`config.mk`:
```
export PLATFORM = sky130hd
export DESIGN_NAME = tracker_pll_sequencer
export DESIGN_NICKNAME = d
export VERILOG_FILES = /design/src/rtl/tracker_clk_pkg.sv /design/src/rtl/tracker_pll_sequencer_sync_2ff.sv /design/src/rtl/tracker_pll_sequencer.sv
export SDC_FILE = /design/constraint.sdc
export NUM_CORES = 1
export LEC_CHECK = 0
export ABC_AREA = 1
export CAP_MARGIN = 20
export CORE_UTILIZATION = 61
export DETAILED_ROUTE_END_ITERATION = 8
export PLACE_DENSITY = 0.83
export SYNTH_ARGS = -nofsm -noshare
export SYNTH_HDL_FRONTEND = slang
export SYNTH_SLANG_ARGS = --single-unit
```
`constraint.sdc`:
```
create_clock -name REFERENCECLK -period 2.6 [get_ports REFERENCECLK]
set_clock_uncertainty 0.1 [all_clocks]
set_input_delay 0.52 -clock REFERENCECLK [delete_from_list [all_inputs] [get_ports REFERENCECLK]]
set_output_delay 0.52 -clock REFERENCECLK [all_outputs]
set_load 0.03 [all_outputs]
```
`src/rtl/tracker_clk_pkg.sv`:
```
// Shared definitions for the tracker PLL sequencer: state encoding and 12 MHz timing defaults.
// Latency: n/a (package only).
// Backpressure: n/a (package only).
package tracker_clk_pkg;

    // 3-bit state encoding; codes 5..7 are illegal and recover to HOLD.
    localparam logic [2:0] ST_HOLD_ENC      = 3'd0;
    localparam logic [2:0] ST_WAIT_LOCK_ENC = 3'd1;
    localparam logic [2:0] ST_STABLE_ENC    = 3'd2;
    localparam logic [2:0] ST_RUN_ENC       = 3'd3;
    localparam logic [2:0] ST_FAIL_ENC      = 3'd4;

    typedef enum logic [2:0] {
        ST_HOLD      = ST_HOLD_ENC,
        ST_WAIT_LOCK = ST_WAIT_LOCK_ENC,
        ST_STABLE    = ST_STABLE_ENC,
        ST_RUN       = ST_RUN_ENC,
        ST_FAIL      = ST_FAIL_ENC
    } state_t;

    // Timing defaults for a 12 MHz reference clock.
    localparam int PLL_RESET_CYCLES_12M    = 12;    // 1 us
    localparam int LOCK_TIMEOUT_CYCLES_12M = 1200;  // 100 us
    localparam int LOCK_STABLE_CYCLES_12M  = 64;
    localparam int MAX_RETRIES_DEF         = 3;
    localparam int CNT_W_DEF               = 11;

    // The PLL is out of reset while acquiring lock or running.
    function automatic logic pll_running(input state_t s);
        return (s == ST_WAIT_LOCK) || (s == ST_STABLE) || (s == ST_RUN);
    endfunction

endpackage

```
`src/rtl/tracker_pll_sequencer_sync_2ff.sv`:
```
// Two-flop synchronizer for a single asynchronous level into the local clock domain.
// Latency: q follows d after 2 clock edges.
// Backpressure: none; level signal, always sampled.
//
// Ports:
//   clk - destination clock
//   rst - synchronous active-high reset, clears both flops to 0
//   d   - asynchronous input level
//   q   - synchronized output level
module sync_2ff (
    input  logic clk,
    input  logic rst,
    input  logic d,
    output logic q
);

    logic meta;

    always_ff @(posedge clk) begin
        if (rst) begin
            meta <= 1'b0;
            q    <= 1'b0;
        end else begin
            meta <= d;
            q    <= meta;
        end
    end

endmodule

```
`src/rtl/tracker_pll_sequencer.sv`:
```
// Tracker PLL power-up/recovery sequencer: holds PLL in reset, waits for and qualifies lock, releases core reset.
// Latency: all outputs registered; PLL_LOCK decisions lag the pin by 2 cycles (synchronizer), outputs update 1 cycle after a decision.
// Backpressure: none; free-running supervisor, CLEAR_STATUS is a one-cycle pulse.
//
// Ports:
//   REFERENCECLK  in  12 MHz reference clock (only clock)
//   RESET         in  synchronous active-high reset
//   PLL_LOCK      in  raw PLL lock, asynchronous
//   CLEAR_STATUS  in  pulse, clears LOSS_OF_LOCK (a same-cycle set wins)
//   PLL_RESETB    out active-low PLL reset
//   CORE_RESET    out active-high reset for tracker logic
//   READY         out PLL locked and qualified
//   FAIL          out retries exhausted, sticky until RESET
//   LOSS_OF_LOCK  out sticky, lock dropped while running
//   RETRY_COUNT   out lock timeouts in the current sequence
module tracker_pll_sequencer
    import tracker_clk_pkg::*;
#(
    parameter int PLL_RESET_CYCLES    = PLL_RESET_CYCLES_12M,
    parameter int LOCK_TIMEOUT_CYCLES = LOCK_TIMEOUT_CYCLES_12M,
    parameter int LOCK_STABLE_CYCLES  = LOCK_STABLE_CYCLES_12M,
    parameter int MAX_RETRIES         = MAX_RETRIES_DEF,
    parameter int CNT_W               = CNT_W_DEF
) (
    input  logic       REFERENCECLK,
    input  logic       RESET,
    input  logic       PLL_LOCK,
    input  logic       CLEAR_STATUS,
    output logic       PLL_RESETB,
    output logic       CORE_RESET,
    output logic       READY,
    output logic       FAIL,
    output logic       LOSS_OF_LOCK,
    output logic [3:0] RETRY_COUNT
);

    localparam logic [CNT_W-1:0] CNT_ONE      = CNT_W'(1);
    localparam logic [CNT_W-1:0] HOLD_LAST    = CNT_W'(PLL_RESET_CYCLES - 1);
    localparam logic [CNT_W-1:0] TIMEOUT_LAST = CNT_W'(LOCK_TIMEOUT_CYCLES - 1);
    localparam logic [CNT_W-1:0] STABLE_LAST  = CNT_W'(LOCK_STABLE_CYCLES - 1);
    localparam logic [3:0]       RETRY_MAX    = 4'(MAX_RETRIES);

    logic             lock_s;
    state_t           state;
    state_t           state_nxt;
    logic [CNT_W-1:0] cnt;
    logic [CNT_W-1:0] cnt_nxt;
    logic [3:0]       retry_nxt;
    logic             lol_set;

    sync_2ff u_lock_sync (
        .clk (REFERENCECLK),
        .rst (RESET),
        .d   (PLL_LOCK),
        .q   (lock_s)
    );

    always_comb begin
        state_nxt = state;
        cnt_nxt   = cnt;
        retry_nxt = RETRY_COUNT;
        lol_set   = 1'b0;

        case (state)
            ST_HOLD: begin
                if (cnt >= HOLD_LAST) begin
                    state_nxt = ST_WAIT_LOCK;
                    cnt_nxt   = '0;
                end else begin
                    cnt_nxt = cnt + CNT_ONE;
                end
            end

            ST_WAIT_LOCK: begin
                // Lock seen here is already the first qualifying high cycle,
                // so STABLE starts counting from one. Lock also beats timeout.
                if (lock_s) begin
                    state_nxt = ST_STABLE;
                    cnt_nxt   = CNT_ONE;
                end else if (cnt >= TIMEOUT_LAST) begin
                    cnt_nxt   = '0;
                    retry_nxt = RETRY_COUNT + 4'd1;
                    state_nxt = (retry_nxt == RETRY_MAX) ? ST_FAIL : ST_HOLD;
                end else begin
                    cnt_nxt = cnt + CNT_ONE;
                end
            end

            ST_STABLE: begin
                // A glitch restarts acquisition with a fresh timeout but is
                // not treated as a failed attempt.
                if (!lock_s) begin
                    state_nxt = ST_WAIT_LOCK;
                    cnt_nxt   = '0;
                end else if (cnt >= STABLE_LAST) begin
                    state_nxt = ST_RUN;
                    cnt_nxt   = '0;
                    retry_nxt = 4'd0;
                end else begin
                    cnt_nxt = cnt + CNT_ONE;
                end
            end

            ST_RUN: begin
                if (!lock_s) begin
                    state_nxt = ST_HOLD;
                    cnt_nxt   = '0;
                    lol_set   = 1'b1;
                end
            end

            ST_FAIL: begin
                retry_nxt = RETRY_MAX;
            end

            default: begin
                state_nxt = ST_HOLD;
                cnt_nxt   = '0;
            end
        endcase
    end

    // Outputs are decoded from the next state so they change on the same
    // edge as the state register rather than one cycle behind it.
    always_ff @(posedge REFERENCECLK) begin
        if (RESET) begin
            state        <= ST_HOLD;
            cnt          <= '0;
            RETRY_COUNT  <= 4'd0;
            PLL_RESETB   <= 1'b0;
            CORE_RESET   <= 1'b1;
            READY        <= 1'b0;
            FAIL         <= 1'b0;
            LOSS_OF_LOCK <= 1'b0;
        end else begin
            state        <= state_nxt;
            cnt          <= cnt_nxt;
            RETRY_COUNT  <= retry_nxt;
            PLL_RESETB   <= pll_running(state_nxt);
            CORE_RESET   <= (state_nxt != ST_RUN);
            READY        <= (state_nxt == ST_RUN);
            FAIL         <= (state_nxt == ST_FAIL);
            LOSS_OF_LOCK <= lol_set | (LOSS_OF_LOCK & ~CLEAR_STATUS);
        end
    end

endmodule

```
==> impl_metrics.json, run 1 <==
{
  "wl_per_cell_um": 12.2,
  "r2r_cells": 12,
  "cts_sinks": 25,
  "stdcell_area_mm2": 0.00175,
  "antenna_cells": 0,
  "power.density_mw_per_mm2": 346,
  "cts_tree": "yes",
  "die_w_um": 53.0,
  "max_freq_mhz": 478,
  "max_stage_delay_ns": 0.71,
  "ir_worst_vdd_uv": 340,
  "drive_gt1_share_pct": 26.7,
  "synth_mux_area_share_pct": 0,
  "cap_violations": 0,
  "dieArea_mm2": 0.00281,
  "yosys.area_share.simple_pct": 43.0,
  "p_sw_share_pct": 23.6,
  "vias_per_cell": 5.43,
  "whs_endpoint": "u_lock_sync.q$_SDFF_PP0_",
  "min_path_cells": 2,
  "p_switching_mw": 0.143,
  "combPwrFrac_pct": 5.9,
  "internal_power_mw": 0.462,
  "synth_xor_area_share_pct": 1.65,
  "setup_viol": 0,
  "largest_reg_flops": 11,
  "synth.net_count": 219,
  "cpMaxStageDelayCell": "clkdlybuf4s50_1",
  "clock_power_share_pct": 28.7,
  "die_h_um": 53.0,
  "regMostFlops": "cnt",
  "finalMaxSlewViolations": 0,
  "ys_seq_area_share_pct": 31.5,
  "hold_viol": 0,
  "reg2reg_to": "cnt[0]$_SDFFE_PP0P_",
  "synth_warnings": 0,
  "grt_pass1_wl_mm": 5.24,
  "place_congestion": 0.910,
  "antenna_found_initial": 0,
  "grt_pass1_vias": 1225,
  "drt_wl_total_mm": 3.10,
  "core-area_mm2": 0.00248,
  "rsz0062_at_grt": "false",
  "ys_ff_latch": 25,
  "grt_max_degree": 22,
  "clk_pin_slew_ns": 0.14,
  "final_antenna_net_count": 0,
  "synth-compound-area-share_pct": 11.7,
  "synth_fa_ha_area_share_pct": 2.36,
  "status": "completed",
  "root_buffer": "clkbuf_4",
  "post_synth_inst_count": 212,
  "htreeDepth": 1,
  "holdCritStartpoint": "u_lock_sync.meta$_SDFF_PP0_",
  "placed_area_mm2": 0.00172,
  "rrSetupSlack_ns": 0.83,
  "fin_tns_setup_ns": 0,
  "port_buffers": 12,
  "layout.nets": 233,
  "synth.avg_cell_area_um2": 7.50,
  "top_regs": "cnt x11, RETRY_COUNT x4, state x3",
  "crit_chain": "clkdlybuf4s50_1",
  "tightest_slew_ns": 0.767,
  "drc_errors": 0,
  "post_cts_buffers": 0,
  "drt_iter0_drc": 42,
  "path_delay_family": "buffers and inverters",
  "crit_arrival_ns": 1.47,
  "multi_input_area_um2": 932,
  "required_ns": 1.98,
  "crit_buf_inv": 1,
  "fillers": 207,
  "end_kind": "output pin",
  "seq_power_share_pct": 65.4,
  "numCtsBuffers": 3,
  "critPathLaunchType": "flop",
  "yosys.cell_types.count": 34,
  "period_share_pct": 80.4,
  "synth.cell_area_mm2": 0.00159,
  "grt-ovfl-total": 0,
  "period_needed_ns": 2.09,
  "critical_path_class": "reg -> out",
  "std_cell_rows": 18,
  "start_util_pct": 64.1,
  "cts_buffer_depth": 2,
  "track_usage_pct": 25.4,
  "cts_resized": 0,
  "route.vias.total": 1384,
  "pin_count": 13,
  "crit_path_max_fanout": 6,
  "slew_headroom_pct": 48.5,
  "regArea_um2": 500,
  "dp_hpwl_mm": 2.41,
  "areaGrowthSynthToFinish_pct": 10.0,
  "reg2reg_from": "cnt[0]$_SDFFE_PP0P_",
  "postCtsHoldBufs": 0,
  "p_leak_nw": 0.670,
  "min_path_type": "reg -> reg",
  "drt_pre_antenna_iters": 4,
  "synth_top_family_by_area": "simple AND/OR/NAND/NOR gates",
  "clk_latency_ns": 0.32
}
[per-stage QoR]
step / worst slack [ns] / hold WS, ns / instances / util, % / power [mW]
finish: 0.509 / 0.338 / 255 / 70.6 / 0.605
global route: 0.454 / 0.353 / 255 / 70.6 / 0.633
CTS: 0.494 / 0.346 / 255 / 70.6 / 0.610
detailed placement: 0.874 / 0.327 / 251 / 69.4 / 0.440
global placement: 0.900 / 0.295 / 251 / 69.4 / 0.438
floorplan: 1.05 / 0.288 / 212 / - / 0.430
[power by group through the flow]
stage / sequential [mW] / combinational, mW / clock (mW)
6_report: 0.396 / 0.0354 / 0.174
5_1_grt: 0.397 / 0.0395 / 0.196
4_1_cts: 0.396 / 0.0357 / 0.179
3_5_place_dp: 0.404 / 0.0355 / 0
3_3_place_gp: 0.403 / 0.0347 / 0
2_1_floorplan: 0.403 / 0.0271 / 0
[per-layer routing]
metal | up-vias | track usage (%) | wire length (µm)
met5 | - | 0 | 0
met4 | 0 | 7.02 | 50
met3 | 8 | 3.45 | 87
met2 | 30 | 42.4 | 1470
met1 | 630 | 33.7 | 1490
li1 | 716 | - | -
[worst max path at each step]
stage,startpoint,endpoint,slack [ns],cells after the start
floorplan,cnt[0]$_SDFFE_PP0P_,cnt[0]$_SDFFE_PP0P_,1.05,12
global placement,RESET,state[0]$_SDFF_PP0_,0.90,5
detailed placement,cnt[0]$_SDFFE_PP0P_,RETRY_COUNT[0]$_SDFFE_PP0P_,0.87,8
CTS,RETRY_COUNT[0]$_SDFFE_PP0P_,RETRY_COUNT[0],0.49,1
global route,RETRY_COUNT[0]$_SDFFE_PP0P_,RETRY_COUNT[0],0.45,1
finish,RETRY_COUNT[0]$_SDFFE_PP0P_,RETRY_COUNT[0],0.51,1
[layout by cell type (no fill, tap or decap), types with 2 or more instances in the layout]
cell / instances
nor3_1: 2
nor2_2: 4
o21ai_1: 3
nor2_4: 3
nand4_2: 2
a21oi_2: 10
dfxtp_1: 25
inv_2: 8
nand2_1: 44
nor2_1: 17
clkbuf_4: 3
nand3_1: 13
o21ai_0: 2
inv_1: 21
nor4_1: 2
nand3_2: 15
clkinv_1: 2
nand2_2: 8
nand4_1: 3
clkdlybuf4s50_1: 12
xor2_1: 2
ha_1: 3
a21oi_1: 10
[area by class of cell]
| class | instances | share of cell area (%) |
|---|---|---|
| Tap cell | 30 | 2.15 |
| Clock inverter | 1 | 0.286 |
| Inverter | 32 | 7.02 |
| Timing Repair Buffer | 13 | 7.30 |
| Clock buffer | 3 | 1.29 |
| Multi-Input combinational cell | 151 | 53.3 |
| Sequential cell | 25 | 28.6 |
[cells in the mapped netlist, drive strengths merged]
master  count  area share [%]
a21oi      20             8.7
a22oi       1            0.47
buf         2             1.0
clkbuf      2             1.1
clkinv      2            0.47
dfxtp      25              31
ha          3             2.4
inv        30             7.2
nand2      53              15
nand3      28              14
nand4       6             4.1
nor2       24             7.7
nor3        3             1.7
nor4        2            0.79
o21ai       5             1.6
o21bai      1            0.47
o31ai       1            0.47
or2         1            0.39
xnor2       1            0.55
xor2        2             1.1
[worst register-to-register path, delay by kind of cell, from the launching register on]
family | cells | cell delay (ns)
and+or+nand+nor | 9 | 0.78
DFF | 1 | 0.44
buffers and inverters | 2 | 0.10
adders and majority gates | 1 | 0.26
[cells by family (layout without fill, tap and decap cells)]
family / Yosys count / after routing
and+or+nand+nor: 117 / 117
buffers and inverters: 36 / 49
AOI/OAI and AO/OA: 28 / 28
DFF: 25 / 25
adders and majority gates: 3 / 3
xor gates and xnor gates: 3 / 3
(Power assumes the default switching activity.)
==> run 2, diff against run 1 <==
--- a/config.mk
+++ b/config.mk
@@ -7,9 +7,9 @@
 export LEC_CHECK = 0
 export ABC_AREA = 1
 export CAP_MARGIN = 20
-export CORE_UTILIZATION = 61
+export CORE_UTILIZATION = 52
 export DETAILED_ROUTE_END_ITERATION = 8
-export PLACE_DENSITY = 0.83
+export PLACE_DENSITY = 0.75
 export SYNTH_ARGS = -nofsm -noshare
 export SYNTH_HDL_FRONTEND = slang
 export SYNTH_SLANG_ARGS = --single-unit
==> constraint.sdc (replaced) <==
create_clock -name REFERENCECLK -period 1.87 [get_ports REFERENCECLK]
set_clock_uncertainty 0.1 [all_clocks]
set_input_delay 0.374 -clock REFERENCECLK [delete_from_list [all_inputs] [get_ports REFERENCECLK]]
set_output_delay 0.374 -clock REFERENCECLK [all_outputs]
set_load 0.03 [all_outputs]
==> run 2 against run 1 <==
Compared with the run above:
- the flow now finishes with violations (DRC)
- sequential share of layout area fell by 0.38 points
- routed wire length decreased by 3.4%
- setup slack worse by 0.45 ns
- utilization shrank 7.9 points
- combinational power up 55%
- clock-buffer cell count unchanged
- critical path depth did not move
- flip-flop and latch count unchanged
- critical endpoint is now LOSS_OF_LOCK
==> impl_metrics.json, run 2 (same netlist as run 1, synthesis figures left out) <==
{
  "antenna_found_initial": 0,
  "layout.nets": 236,
  "regArea_um2": 500,
  "vias_per_cell": 5.24,
  "critPathLaunch": "LOSS_OF_LOCK$_SDFF_PP0_",
  "drt_wl_total_mm": 3.00,
  "grt_max_degree": 16,
  "path_delay_family": "buffers and inverters",
  "largest_reg_flops": 11,
  "max_freq_mhz": 552,
  "tightest_slew_ns": 0.316,
  "finalMaxSlewViolations": 0,
  "critPathLaunchType": "flop",
  "numCtsBuffers": 3,
  "period_needed_ns": 1.81,
  "critical_path_class": "reg -> out",
  "multi_input_area_um2": 935,
  "port_buffers": 12,
  "grt-ovfl-total": 0,
  "fin_tns_setup_ns": 0,
  "crit_chain": "clkdlybuf4s50_1",
  "cpMaxStageDelayCell": "clkdlybuf4s50_1",
  "min_path_type": "reg -> reg",
  "end_kind": "output pin",
  "top_regs": "cnt x11, RETRY_COUNT x4, state x3",
  "postCtsHoldBufs": 0,
  "status": "complete, but fails checks",
  "violations": "DRC",
  "power.density_mw_per_mm2": 480,
  "fillers": 279,
  "hold_viol": 0,
  "drc_errors": 2,
  "dp_hpwl_mm": 2.36,
  "die_h_um": 57.3,
  "layout_commonest_cell": "nand2_1",
  "regMostFlops": "cnt",
  "p_leak_nw": 0.699,
  "cts_sinks": 25,
  "cts_tree": "yes",
  "holdCritStartpoint": "u_lock_sync.meta$_SDFF_PP0_",
  "cts_buffer_depth": 2,
  "htreeDepth": 1,
  "required_ns": 1.40,
  "max_stage_delay_ns": 0.67,
  "drt_iter0_drc": 49,
  "std_cell_rows": 19,
  "rsz0062_at_grt": "false",
  "wl_per_cell_um": 11.6,
  "die_w_um": 57.3,
  "final_antenna_net_count": 0,
  "slew_headroom_pct": 78.8,
  "clk_latency_ns": 0.32,
  "final_cell_mix": "nand2_1, dfxtp_1, inv_1",
  "cap_violations": 0,
  "drive_gt1_share_pct": 28.1,
  "crit_path_max_fanout": 2,
  "period_share_pct": 96.8,
  "clk_pin_slew_ns": 0.14,
  "grt_pass1_vias": 1169,
  "reg2reg_from": "cnt[1]$_SDFFE_PP0P_",
  "crit_arrival_ns": 1.34,
  "post_cts_buffers": 0,
  "ir_worst_vdd_uv": 385,
  "place_congestion": 0.860,
  "start_util_pct": 56.2,
  "grt_pass1_wl_mm": 5.11,
  "setup_viol": 0,
  "utilization_pct": 62.6,
  "route.vias.total": 1358,
  "pin_count": 13,
  "dieArea_mm2": 0.00328,
  "drt_pre_antenna_iters": 6,
  "root_buffer": "clkbuf_4",
  "antenna_cells": 0,
  "areaGrowthSynthToFinish_pct": 11.5,
  "crit_buf_inv": 1,
  "track_usage_pct": 19.6,
  "core-area_mm2": 0.00283
}
run 2: cell types whose count changed in the layout (fill, tap and decap cells not counted), sizes merged:
cell / change
dlygate4sd2: +4
buf: +3
clkdlybuf4s50: -4
clkinvlp: +1
clkinv: -1
run 2: final timing paths:
kind,to,slack (ns),depth (start not counted)
max,LOSS_OF_LOCK,0.06,1
min,u_lock_sync.q$_SDFF_PP0_,0.32,2
max reg2reg,cnt[0]$_SDFFE_PP0P_,0.18,12
min reg2reg,u_lock_sync.q$_SDFF_PP0_,0.32,2
run 2: area by class of cell:
cell class | count | area share [%]
inverters | 32 | 6.92
well taps | 31 | 2.19
flip-flops and latches | 25 | 28.2
clock buffers | 3 | 1.27
multi-input cells | 151 | 52.8
repair buffers | 16 | 8.19
clock inverters | 1 | 0.424
run 2: timing repair:
item                       4_1_cts  5_1_grt
resized for setup                4        1
pin swaps                        0        0
setup endpoints to repair        4        1
cloned                           0        0
run 2: worst min-delay path: stages, from the launching register on:
cell and delay, ns:
dfxtp_1 0.33, inv_1 0.04, nor2_1 0.03
run 2: stage by stage:
step	power, mW	worst slack (ns)	cells	hold slack, ns	cell area, µm²
floorplan	0.598	0.317	212	0.288	1590
global placement	0.614	0.259	255	0.296	1740
detailed placement	0.615	0.189	255	0.296	1740
CTS	0.871	0.0381	259	0.319	1770
global route	0.898	0.00938	259	0.358	1770
finish	0.850	0.0591	259	0.317	1770
run 2: metal layers:
metal	track usage, %	vias to the layer above	share of wire, %
met4	5.23	0	0.67
met5	0	-	0
li1	-	722	-
met2	30.4	17	45
met1	29.0	617	52
met3	2.04	2	2.7
run 2: where the power goes:
part	switching [mW]	leakage (nW)	internal [mW]
registers	0.00817	0.202	0.541
logic	0.0292	0.482	0.0257
clock network	0.165	0.0139	0.0815
total	0.202	0.699	0.648
